==> src/rtl/lcd_pkg.sv <==
// lcd_pkg: shared types and constants for the LCD parallel bus writer.
//   - lcd_state_t : bus FSM states
//   - panel command/data constants used by the power-up sequence
//   - rom_entry_t : one power-up ROM step {kind, value}
//   - init_rom()  : the power-up ROM itself
package lcd_pkg;

  typedef enum logic [2:0] {
    ST_INIT_WAIT = 3'd0,
    ST_INIT_LOAD = 3'd1,
    ST_IDLE      = 3'd2,
    ST_LOAD      = 3'd3,
    ST_WR_LOW    = 3'd4,
    ST_WR_HIGH   = 3'd5
  } lcd_state_t;

  localparam logic [7:0] CMD_SWRESET   = 8'h01;
  localparam logic [7:0] CMD_SLPOUT    = 8'h11;
  localparam logic [7:0] CMD_COLMOD    = 8'h3A;
  localparam logic [7:0] DAT_COLMOD_16 = 8'h55;
  localparam logic [7:0] CMD_DISPON    = 8'h29;

  typedef enum logic [1:0] {
    RK_WAIT = 2'd0,
    RK_CMD  = 2'd1,
    RK_DATA = 2'd2
  } rom_kind_t;

  typedef struct packed {
    rom_kind_t  kind;
    logic [7:0] value;
  } rom_entry_t;

  // For WAIT entries the value selects which delay to apply.
  localparam logic [7:0] WAIT_SEL_RST   = 8'h00;
  localparam logic [7:0] WAIT_SEL_SLEEP = 8'h01;

  localparam logic [2:0] ROM_LAST_IDX = 3'd7;

  function automatic rom_entry_t init_rom(input logic [2:0] idx);
    rom_entry_t e;
    case (idx)
      3'd0:    e = '{kind: RK_WAIT, value: WAIT_SEL_RST};
      3'd1:    e = '{kind: RK_CMD,  value: CMD_SWRESET};
      3'd2:    e = '{kind: RK_WAIT, value: WAIT_SEL_SLEEP};
      3'd3:    e = '{kind: RK_CMD,  value: CMD_SLPOUT};
      3'd4:    e = '{kind: RK_WAIT, value: WAIT_SEL_SLEEP};
      3'd5:    e = '{kind: RK_CMD,  value: CMD_COLMOD};
      3'd6:    e = '{kind: RK_DATA, value: DAT_COLMOD_16};
      default: e = '{kind: RK_CMD,  value: CMD_DISPON};
    endcase
    return e;
  endfunction

endpackage

==> src/rtl/lcd_fifo.sv <==
// lcd_fifo: small synchronous first-in first-out buffer.
//   clk, rst_n          : clock, asynchronous active-low reset
//   push, push_data     : write request (ignored when full)
//   pop                 : read request (ignored when empty)
//   pop_data            : head entry (valid while !empty)
//   full, empty         : registered occupancy flags
module lcd_fifo #(
  parameter int DEPTH = 4,
  parameter int WIDTH = 9
) (
  input  logic             clk,
  input  logic             rst_n,
  input  logic             push,
  input  logic [WIDTH-1:0] push_data,
  input  logic             pop,
  output logic [WIDTH-1:0] pop_data,
  output logic             full,
  output logic             empty
);

  localparam int AW = (DEPTH > 1) ? $clog2(DEPTH) : 1;
  localparam int CW = $clog2(DEPTH + 1);
  localparam logic [AW-1:0] PTR_LAST = AW'(DEPTH - 1);
  localparam logic [CW-1:0] CNT_FULL = CW'(DEPTH);

  logic [WIDTH-1:0] mem_r [DEPTH];
  logic [AW-1:0]    wr_ptr_r;
  logic [AW-1:0]    rd_ptr_r;
  logic [CW-1:0]    count_r;
  logic             full_r;
  logic             empty_r;
  logic             do_push_s;
  logic             do_pop_s;
  logic [CW-1:0]    count_nxt_s;

  // Qualify requests against the flags and compute the next occupancy.
  always_comb begin
    do_push_s   = push & ~full_r;
    do_pop_s    = pop & ~empty_r;
    count_nxt_s = count_r;
    case ({do_push_s, do_pop_s})
      2'b10:   count_nxt_s = count_r + CW'(1);
      2'b01:   count_nxt_s = count_r - CW'(1);
      default: count_nxt_s = count_r;
    endcase
  end

  // Storage, pointers and registered occupancy flags.
  always_ff @(posedge clk or negedge rst_n) begin
    if (!rst_n) begin
      for (int i = 0; i < DEPTH; i++) begin
        mem_r[i] <= '0;
      end
      wr_ptr_r <= '0;
      rd_ptr_r <= '0;
      count_r  <= '0;
      full_r   <= 1'b0;
      empty_r  <= 1'b1;
    end else begin
      if (do_push_s) begin
        mem_r[wr_ptr_r] <= push_data;
        wr_ptr_r        <= (wr_ptr_r == PTR_LAST) ? '0 : wr_ptr_r + AW'(1);
      end
      if (do_pop_s) begin
        rd_ptr_r <= (rd_ptr_r == PTR_LAST) ? '0 : rd_ptr_r + AW'(1);
      end
      count_r <= count_nxt_s;
      full_r  <= (count_nxt_s == CNT_FULL);
      empty_r <= (count_nxt_s == '0);
    end
  end

  assign pop_data = mem_r[rd_ptr_r];
  assign full     = full_r;
  assign empty    = empty_r;

endmodule

==> src/rtl/lcd_bus_writer.sv <==
// lcd_bus_writer: drives an 8080-style LCD parallel bus (D, dcx, wr).
// After reset it plays a fixed power-up sequence, then forwards bytes
// queued in a 4-entry FIFO. Each byte: 1 load cycle, WR_LOW_CYC cycles
// with wr low, WR_HIGH_CYC cycles with wr high (panel latches on rise).
//   hwclk, reset          : clock, asynchronous active-low reset
//   in_valid/in_dcx/in_data/in_ready : upstream byte handshake
//   dcx, wr, D            : panel bus
//   init_done             : power-up sequence finished
//   busy                  : write in progress or FIFO non-empty
module lcd_bus_writer
  import lcd_pkg::*;
#(
  parameter int WR_LOW_CYC     = 2,
  parameter int WR_HIGH_CYC    = 2,
  parameter int RST_WAIT_CYC   = 1200,
  parameter int SLEEP_WAIT_CYC = 1_200_000
) (
  input  logic       hwclk,
  input  logic       reset,
  input  logic       in_valid,
  input  logic       in_dcx,
  input  logic [7:0] in_data,
  output logic       in_ready,
  output logic       dcx,
  output logic       wr,
  output logic [7:0] D,
  output logic       init_done,
  output logic       busy
);

  localparam int MAX_WAIT = (RST_WAIT_CYC > SLEEP_WAIT_CYC) ? RST_WAIT_CYC : SLEEP_WAIT_CYC;
  localparam int WAIT_W   = $clog2(MAX_WAIT + 1);
  localparam logic [WAIT_W-1:0] RST_WAIT_LAST   = WAIT_W'(RST_WAIT_CYC - 1);
  localparam logic [WAIT_W-1:0] SLEEP_WAIT_LAST = WAIT_W'(SLEEP_WAIT_CYC - 1);
  localparam logic [3:0]        LOW_LAST        = 4'(WR_LOW_CYC - 1);
  localparam logic [3:0]        HIGH_LAST       = 4'(WR_HIGH_CYC - 1);

  lcd_state_t        state_r;
  lcd_state_t        state_nxt_s;
  logic [2:0]        rom_idx_r;
  logic [2:0]        rom_idx_nxt_s;
  logic [WAIT_W-1:0] wait_cnt_r;
  logic [3:0]        phase_cnt_r;
  logic              init_done_r;
  logic              init_done_nxt_s;
  logic              alive_r;
  logic              wr_r;
  logic              dcx_r;
  logic [7:0]        d_r;
  logic              wr_nxt_s;
  logic              dcx_nxt_s;
  logic [7:0]        d_nxt_s;
  logic              push_s;
  logic              pop_s;
  logic [8:0]        fifo_data_s;
  logic              fifo_full_s;
  logic              fifo_empty_s;
  rom_entry_t        rom_cur_s;
  rom_entry_t        rom_nxt_s;
  logic [WAIT_W-1:0] wait_last_s;
  logic              wait_done_s;
  logic              phase_done_s;
  logic              writing_s;

  assign push_s = in_valid & in_ready;

  lcd_fifo #(
    .DEPTH (4),
    .WIDTH (9)
  ) u_fifo (
    .clk       (hwclk),
    .rst_n     (reset),
    .push      (push_s),
    .push_data ({in_dcx, in_data}),
    .pop       (pop_s),
    .pop_data  (fifo_data_s),
    .full      (fifo_full_s),
    .empty     (fifo_empty_s)
  );

  // ROM lookups and end-of-wait / end-of-phase detection.
  // Any step that enters INIT_LOAD advances the ROM index by one, so the
  // byte to load is always the entry after the current one.
  always_comb begin
    rom_cur_s = init_rom(rom_idx_r);
    rom_nxt_s = init_rom(rom_idx_r + 3'd1);
    if (rom_cur_s.value == WAIT_SEL_SLEEP) begin
      wait_last_s = SLEEP_WAIT_LAST;
    end else begin
      wait_last_s = RST_WAIT_LAST;
    end
    wait_done_s = (rom_cur_s.kind == RK_WAIT) && (wait_cnt_r == wait_last_s);
    if (state_r == ST_WR_LOW) begin
      phase_done_s = (phase_cnt_r == LOW_LAST);
    end else begin
      phase_done_s = (phase_cnt_r == HIGH_LAST);
    end
  end

  // FSM state, ROM index and init flag registers.
  always_ff @(posedge hwclk or negedge reset) begin
    if (!reset) begin
      state_r     <= ST_INIT_WAIT;
      rom_idx_r   <= 3'd0;
      init_done_r <= 1'b0;
    end else begin
      state_r     <= state_nxt_s;
      rom_idx_r   <= rom_idx_nxt_s;
      init_done_r <= init_done_nxt_s;
    end
  end

  // Next-state logic.
  always_comb begin
    state_nxt_s     = state_r;
    rom_idx_nxt_s   = rom_idx_r;
    init_done_nxt_s = init_done_r;
    case (state_r)
      ST_INIT_WAIT: begin
        if (wait_done_s) begin
          state_nxt_s   = ST_INIT_LOAD;
          rom_idx_nxt_s = rom_idx_r + 3'd1;
        end else begin
          state_nxt_s = ST_INIT_WAIT;
        end
      end
      ST_INIT_LOAD: state_nxt_s = ST_WR_LOW;
      ST_LOAD:      state_nxt_s = ST_WR_LOW;
      ST_WR_LOW: begin
        if (phase_done_s) begin
          state_nxt_s = ST_WR_HIGH;
        end else begin
          state_nxt_s = ST_WR_LOW;
        end
      end
      ST_WR_HIGH: begin
        if (!phase_done_s) begin
          state_nxt_s = ST_WR_HIGH;
        end else if (init_done_r) begin
          if (!fifo_empty_s) begin
            state_nxt_s = ST_LOAD;
          end else begin
            state_nxt_s = ST_IDLE;
          end
        end else if (rom_idx_r == ROM_LAST_IDX) begin
          // Last power-up byte: the FIFO is only served once init_done is up.
          state_nxt_s     = ST_IDLE;
          init_done_nxt_s = 1'b1;
        end else begin
          rom_idx_nxt_s = rom_idx_r + 3'd1;
          if (rom_nxt_s.kind == RK_WAIT) begin
            state_nxt_s = ST_INIT_WAIT;
          end else begin
            state_nxt_s = ST_INIT_LOAD;
          end
        end
      end
      ST_IDLE: begin
        if (init_done_r && !fifo_empty_s) begin
          state_nxt_s = ST_LOAD;
        end else begin
          state_nxt_s = ST_IDLE;
        end
      end
      default: state_nxt_s = ST_INIT_WAIT;
    endcase
  end

  // Bus outputs are registered from the next state so they line up with it.
  always_comb begin
    if (state_nxt_s == ST_WR_LOW) begin
      wr_nxt_s = 1'b0;
    end else begin
      wr_nxt_s = 1'b1;
    end
    case (state_nxt_s)
      ST_INIT_LOAD: begin
        d_nxt_s   = rom_nxt_s.value;
        dcx_nxt_s = (rom_nxt_s.kind == RK_DATA);
        pop_s     = 1'b0;
      end
      ST_LOAD: begin
        d_nxt_s   = fifo_data_s[7:0];
        dcx_nxt_s = fifo_data_s[8];
        pop_s     = 1'b1;
      end
      default: begin
        d_nxt_s   = d_r;
        dcx_nxt_s = dcx_r;
        pop_s     = 1'b0;
      end
    endcase
  end

  // Wait and phase counters restart whenever the state changes.
  always_ff @(posedge hwclk or negedge reset) begin
    if (!reset) begin
      wait_cnt_r  <= '0;
      phase_cnt_r <= 4'd0;
    end else begin
      if ((state_r == ST_INIT_WAIT) && (state_nxt_s == ST_INIT_WAIT)) begin
        wait_cnt_r <= wait_cnt_r + WAIT_W'(1);
      end else begin
        wait_cnt_r <= '0;
      end
      if ((state_nxt_s == state_r) && ((state_r == ST_WR_LOW) || (state_r == ST_WR_HIGH))) begin
        phase_cnt_r <= phase_cnt_r + 4'd1;
      end else begin
        phase_cnt_r <= 4'd0;
      end
    end
  end

  // Output registers; reset forces wr high immediately.
  always_ff @(posedge hwclk or negedge reset) begin
    if (!reset) begin
      wr_r    <= 1'b1;
      dcx_r   <= 1'b0;
      d_r     <= 8'h00;
      alive_r <= 1'b0;
    end else begin
      wr_r    <= wr_nxt_s;
      dcx_r   <= dcx_nxt_s;
      d_r     <= d_nxt_s;
      alive_r <= 1'b1;
    end
  end

  assign writing_s = (state_r == ST_INIT_LOAD) || (state_r == ST_LOAD) ||
                     (state_r == ST_WR_LOW)    || (state_r == ST_WR_HIGH);

  assign in_ready  = alive_r & ~fifo_full_s;
  assign busy      = writing_s | ~fifo_empty_s;
  assign wr        = wr_r;
  assign dcx       = dcx_r;
  assign D         = d_r;
  assign init_done = init_done_r;

endmodule

==> config.mk <==
export PLATFORM = sky130hd
export DESIGN_NAME = lcd_bus_writer
export DESIGN_NICKNAME = d
export VERILOG_FILES = /design/src/rtl/lcd_pkg.sv /design/src/rtl/lcd_fifo.sv /design/src/rtl/lcd_bus_writer.sv
export SDC_FILE = /design/constraint.sdc
export NUM_CORES = 1
export LEC_CHECK = 0
export BUFFER_PORTS_ARGS = -buffer_cell sky130_fd_sc_hd__buf_2
export CAP_MARGIN = 30
export CORE_AREA = 5 5 105 107
export CTS_CLUSTER_SIZE = 12
export DETAILED_ROUTE_END_ITERATION = 7
export DIE_AREA = 0 0 110 112
export PLACE_DENSITY_LB_ADDON = 0.3
export SYNTH_ARGS = -nofsm -noshare
export SYNTH_HDL_FRONTEND = slang
export SYNTH_SLANG_ARGS = --single-unit
==> constraint.sdc <==
create_clock -name hwclk -period 3.2 [get_ports hwclk]
set_input_delay 0.32 -clock hwclk [delete_from_list [all_inputs] [get_ports hwclk]]
set_output_delay 0.32 -clock hwclk [all_outputs]
set_load 0.05 [all_outputs]
==> results.ini, run 1 <==
[power]
comb_power_share_pct = 19.8
power_density_mw_per_mm2 = 598
power.total_uw = 2920
p_sw_uw = 820
swShare_pct = 28.1
ir_drop_mv = 0.434
clkPwrFrac_pct = 27.9
p_seq_share_pct = 52.2
power.internal_uw = 2100
p_leak_uw = 0.00221

[routing]
wire_per_inst_um = 15.3
drt_iter0_drc = 131
viasPerCell = 5.17
drtPass1Iterations = 4
vias = 2826
wl_um = 8380
drtAntennaViolNets = 0
drc = 0

[grt]
antenna_found_initial = 0
grt_max_degree = 59
grt_usage_pct = 14.9
first_global_vias = 2959
grt_pass1_wl_um = 14300
overflow = 0

[critical_path]
endpoint_kind = flop
critPathLaunchType = flop
crit_type = reg2reg
path_max_fanout = 4
cp.arrival_ns = 3.35
cp.required_ns = 3.49

[timing]
period_minus_slack_ns = 3.06
setup_viol = 0
rsz0062_at_grt = no
setup_slack_ns = 0.138
hold_viol = 0
slew_violations = 0
setup_tns_ns = 0
skew_ns = 0.00974
relSlewSlack_pct = 48.8
finalCritPeriodShare_pct = 95.7
worst_pin_slew_ns = 0.761
max_freq_mhz = 327

[logic_synthesis]
synth_flop_cell = dfrtp_1
synth_top_area_share_pct = 49.8
ys_top_cells_by_area = dfrtp_1 (50%), mux2_2 (13%), ha_1 (4.9%)
yosysUniqueCellTypes = 46
synth_area_per_cell_um2 = 11.8
yosys_warnings = 0
synthCells = 366
synth_nets = 396
syn_area_mm2 = 0.00432
yosysSeqAreaShare_pct = 51.0
synth_seq_cells = 88
synth-edff-count = 0
synth-async-reset-ratio_pct = 100
yosysTopAreaCell = dfrtp_1

[clock_network]
cts_buffers = 9
insertion_delay_ns = 0.36
clock-sinks = 88
htreeDepth = 3
cts_hold_repair.buffers = 0
clockBufferDepth = 2
cts_root_buf = clkbuf_8
cts_tree = built
clk_pin_slew_ns = 0.09

[placed_design]
dp_hpwl_um = 5900
gp_congestion = 0.865
dpl-instance-area_mm2 = 0.00465
dp_slack_ns = 0.0398
portBuffers = 24

[cells_and_area]
multi_input_area_mm2 = 0.00203
final_util_pct = 48.6
fin_area_mm2 = 0.00488
num_antenna_cells = 0
drive_gt1_share_pct = 29.4
area_delta_synth_final_pct = 12.9
fin_nets = 436
fill_cells = 924
seq_area_mm2 = 0.00220

[die]
rows = 37
dieWidth_um = 110
die-height_um = 112
initial_core_util_pct = 43.0
dieArea_mm2 = 0.0123
io_pins = 25
core-area_mm2 = 0.0100

[hold_path]
hold_path.class = in2async

[status]
status = finished, final reports clean

[job]
maxCapViolCount = 0

[cell usage after synthesis, types with 2 or more instances]
master	instances
nor2b_1	2
dfrtp_1	86
buf_6	3
inv_1	15
o21ai_0	10
nor4b_1	2
xor2_1	14
nand3_1	11
a21oi_1	2
ha_1	17
mux2_2	48
or2b_1	3
mux4_2	9
and2_1	2
nor2_1	43
nand4_1	6
and3_1	3
or3_1	3
nand2_1	35
nand2b_1	5
xnor2_1	11
or2_2	2
dfstp_2	2
clkbuf_1	2
mux2i_1	3
nor4_1	6
buf_2	2
[sequential cells by signal, indices dropped and copies added (netlist names)]
name             cells
phase_cnt_r          4
u_fifo.rd_ptr_r      2
u_fifo.mem_r        36
u_fifo.empty         1
wait_cnt_r          21
D                    8
u_fifo.full          1
rom_idx_r            3
u_fifo.wr_ptr_r      2
u_fifo.count_r       3
state_r              3
init_done            1
dcx                  1
alive_r              1
wr                   1
[per-stage QoR]
step                cells  hold WS [ns]
global placement      531         0.425
detailed placement    531         0.442
global route          547        0.0775
CTS                   547        0.0381
floorplan             366        0.0244
finish                547       0.00980
[critical path, stage by stage, from the launching register on]
cell and delay [ns]:
dfrtp_1 0.40, ha_2 0.23, ha_4 0.29, nand2b_1 0.14, nand4_1 0.10, a21oi_1 0.16
o32ai_1 0.11, and2_2 0.24, ha_1 0.23, fa_1 0.43, mux2_2 0.28, or2_2 0.30
nor2_1 0.11
[power by group through the flow]
stage / Clock [µW] / Sequential, µW / Combinational (µW)
after floorplan: 0 / 1490 / 457
after global placement: 0 / 1520 / 557
after detailed placement: 0 / 1540 / 588
after CTS: 840 / 1520 / 591
after global routing: 895 / 1560 / 641
final: 815 / 1520 / 578
[worst paths after layout]
| check | cells past startpoint | slack, ns | startpoint | endpoint |
|---|---|---|---|---|
| setup / recovery | 12 | 0.14 | rom_idx_r[0]$_DFFE_PN0P_ | u_fifo.empty$_DFF_PN1_ |
| setup reg to reg | 12 | 0.14 | rom_idx_r[0]$_DFFE_PN0P_ | u_fifo.empty$_DFF_PN1_ |
| hold / removal | 1 | 0.01 | reset | wait_cnt_r[20]$_DFF_PN0_ |
| max in group asynchronous | 2 | 2.41 | reset | wr$_DFF_PN1_ |
| min in group hwclk | 2 | 0.23 | in_data[7] | u_fifo.mem_r[16]$_DFFE_PN0P_ |
| hold reg to reg | 1 | 0.48 | u_fifo.count_r[2]$_DFF_PN0_ | u_fifo.count_r[2]$_DFF_PN0_ |
[cell type report]
class / count / share of cell area [%]
sequential: 88 / 45.2
multi-input combinational: 256 / 41.5
timing repair buffer: 36 / 4.36
tap: 136 / 3.49
clock buffer: 9 / 2.54
clock inverter: 7 / 1.74
inverter: 15 / 1.15
[metal layers]
layer,vias to the layer above,global-route usage (%),wire (µm)
met3,15,3.88,236
met4,0,5.40,133
met2,41,24.6,4220
met5,-,0,0
li1,1343,-,-
met1,1427,18.6,3780
[timing repair]
item,4_1_cts,5_1_grt
setup endpoints to repair,0,2
setup buffers,0,0
resized for setup,0,3
[layout by cell type, fill, tap and decap left out, types with 3 or more instances in the layout]
master	instances
and3_1	3
nand3_1	11
nor2_1	43
inv_1	15
mux2i_1	3
xnor2_1	11
buf_4	13
nor4_1	6
xor2_1	14
or3_1	3
dfrtp_1	86
nand2b_1	5
clkbuf_8	9
or2b_1	3
ha_1	15
mux2_2	48
mux4_2	9
buf_2	23
nand2_1	35
nand4_1	6
o21ai_0	10
[kinds of logic (layout without fill, tap and decap cells)]
kind of cell,count (synthesis),count (layout),synth area share [%]
multiplexers,60,60,17.9
AO/OA/AOI/OAI,23,23,3.71
buffers and inverters,22,67,2.49
flip-flops,88,88,51.0
AND/OR/NAND/NOR,129,129,14.4
adder cells (fa/ha/maj),18,18,5.38
XOR/XNOR,25,25,5.07
other,1,1,0.0867
(Power assumes the default switching activity.)
==> run 2: changes to the inputs <==
==> constraint.sdc (replaced) <==
create_clock -name hwclk -period 3.2 [get_ports hwclk]
set_input_delay 0.64 -clock hwclk [delete_from_list [all_inputs] [get_ports hwclk]]
set_output_delay 0.64 -clock hwclk [all_outputs]
set_load 0.05 [all_outputs]
==> run 2 against run 1 <==
Compared with the run above: total power down 2.6%; via count down 2.3%; register-to-register slack better by 0.02 ns; critical path type unchanged; clock power down 8.0%; combinational power down 0.9%; wire length down 5.0%; setup slack better by 0.015 ns; sequential power about the same; cell count unchanged; utilization down 0.12 points; cell area down 0.26%.
==> results.ini, run 2 (synthesis results as in run 1) <==
[status]
status = finished, final reports clean

[critical_path]
critPathLaunchType = flop
cp.arrival_ns = 3.34  ; about the same
r2r_cells = 12  ; unchanged
endpoint_kind = flop
cp.required_ns = 3.50  ; about the same
path_max_fanout = 4  ; unchanged
crit_type = reg2reg
r2r_slack_ns = 0.15  ; +0.02 ns
r2r_end = u_fifo.full$_DFF_PN0_
cp-endpoint = u_fifo.full$_DFF_PN0_
r2r-start = rom_idx_r[0]$_DFFE_PN0P_
crit_start = rom_idx_r[0]$_DFFE_PN0P_

[die]
io_pins = 25  ; unchanged
dieWidth_um = 110  ; unchanged
die-height_um = 112  ; unchanged
rows = 37  ; unchanged
initial_core_util_pct = 43.0  ; unchanged
core-area_mm2 = 0.0100  ; unchanged
dieArea_mm2 = 0.0123  ; unchanged

[clock_network]
clockBufferDepth = 2  ; unchanged
cts_root_buf = clkbuf_8
clk_pin_slew_ns = 0.10  ; about the same
cts_setup_buffers = 0  ; unchanged
cts_resized = 0  ; unchanged
clock-sinks = 88  ; unchanged
cts_tree = built
cts_hold_repair.buffers = 0  ; unchanged
insertion_delay_ns = 0.36  ; about the same
cts_buffers = 9  ; unchanged
htreeDepth = 3  ; unchanged

[job]
maxCapViolCount = 0  ; unchanged

[cells_and_area]
area_delta_synth_final_pct = 12.6
final_common_cell = dfrtp_1
largest-register = u_fifo.mem_r
drive_gt1_share_pct = 29.4  ; unchanged
final_cell_mix = dfrtp_1 (86), mux2_2 (48), nor2_1 (43)
largest_register_ffs = 36  ; unchanged
num_antenna_cells = 0  ; unchanged
fin_nets = 436  ; unchanged

[timing]
skew_ns = 0.00695  ; -0.00278 ns
setup_slack_ns = 0.154  ; +0.0152 ns
slew_violations = 0  ; unchanged
max_freq_mhz = 328  ; +0.50%
worst_pin_slew_ns = 0.719  ; -0.0424 ns
relSlewSlack_pct = 51.6  ; +2.9 points
hold_viol = 0  ; unchanged
period_minus_slack_ns = 3.05  ; -0.0152 ns
rsz0062_at_grt = no
setup_viol = 0  ; unchanged
setup_tns_ns = 0  ; unchanged
finalCritPeriodShare_pct = 95.2  ; -0.47 points

[grt]
grt_max_degree = 55  ; -6.8%
overflow = 0  ; unchanged
grt.busiest_layer = met2
antenna_found_initial = 0  ; unchanged
met2_usage_pct = 22.6  ; -2.0 points
grt_pass1_wl_um = 13800  ; -3.9%
grt_util_met1_pct = 18.8  ; +0.20 points
grt_usage_pct = 14.3  ; -0.57 points
first_global_vias = 2830  ; -4.4%
use_met3_pct = 3.77  ; -0.12 points

[placed_design]
dp_hpwl_um = 5700  ; -3.4%
gp_congestion = 0.868  ; +0.40%
portBuffers = 24  ; unchanged
dp_slack_ns = 0.0452  ; +0.00542 ns

[routing]
drtPass1Iterations = 5  ; +1
drtAntennaViolNets = 0  ; unchanged
viasPerCell = 5.05  ; -2.3%
drt_iter0_drc = 74  ; -44%
wire_per_inst_um = 14.5  ; -5.0%
drc = 0  ; unchanged
wl_um = 7960  ; -5.0%
vias = 2761  ; -2.3%

[hold_path]
hold_path.class = in2async

[power]
p_leak_uw = 0.00221  ; -0.15%
ir_drop_mv = 0.338  ; -22%
power.total_uw = 2840  ; -2.6%
power_density_mw_per_mm2 = 584  ; -2.3%

run 2: through the flow:
stage          cells  hold slack (ns)  util [%]  area, µm²
2_1_floorplan    366            0.344         -       4320
3_3_place_gp     531            0.471      46.3       4650
3_5_place_dp     531            0.474      46.3       4650
4_1_cts          547            0.322      48.3       4850
5_1_grt          547            0.352      48.4       4870
6_report         547            0.293      48.4       4870
run 2: worst min path at each step:
stage                                            from                          end  slack, ns  depth (start not counted)
after floorplan                                 reset             D[0]$_DFFE_PN0P_       0.34                          0
after global placement    u_fifo.count_r[2]$_DFF_PN0_  u_fifo.count_r[2]$_DFF_PN0_       0.47                          1
after detailed placement  u_fifo.count_r[2]$_DFF_PN0_  u_fifo.count_r[2]$_DFF_PN0_       0.47                          1
after CTS                                       reset      wait_cnt_r[2]$_DFF_PN0_       0.32                          1
after global routing                            reset      wait_cnt_r[2]$_DFF_PN0_       0.35                          1
final                                           reset     wait_cnt_r[19]$_DFF_PN0_       0.29                          1
run 2: area by class of cell:
type                            count  area, µm²
Multi-Input combinational cell    256       2030
Tap cell                          136        170
Clock inverter                      7       72.6
Sequential cell                    88       2200
Inverter                           15       56.3
Fill cell                         931       5180
Timing Repair Buffer               36        213
Clock buffer                        9        124
run 2: report_power, final:
group	switching [µW]	internal, µW	leakage, µW
Combinational	236	337	0.000984
Clock	444	306	0.0000970
Sequential	136	1380	0.00113
run 2: layer usage:
metal	share of wire (%)	wire length [µm]	vias up
met5	0	0	-
met4	1.8	143	0
met3	2.8	220	16
met2	50	3960	35
met1	46	3630	1362
li1	-	-	1348
run 2: critical path, cell delays in order (launching register included):
cell      delay, ns
dfrtp_1        0.39
ha_2           0.22
ha_4           0.29
nand2b_1       0.14
nand4_1        0.10
a21oi_1        0.15
o32ai_1        0.11
and2_2         0.24
ha_1           0.22
fa_1           0.44
mux2_2         0.28
or2_2          0.30
nor2b_1        0.11
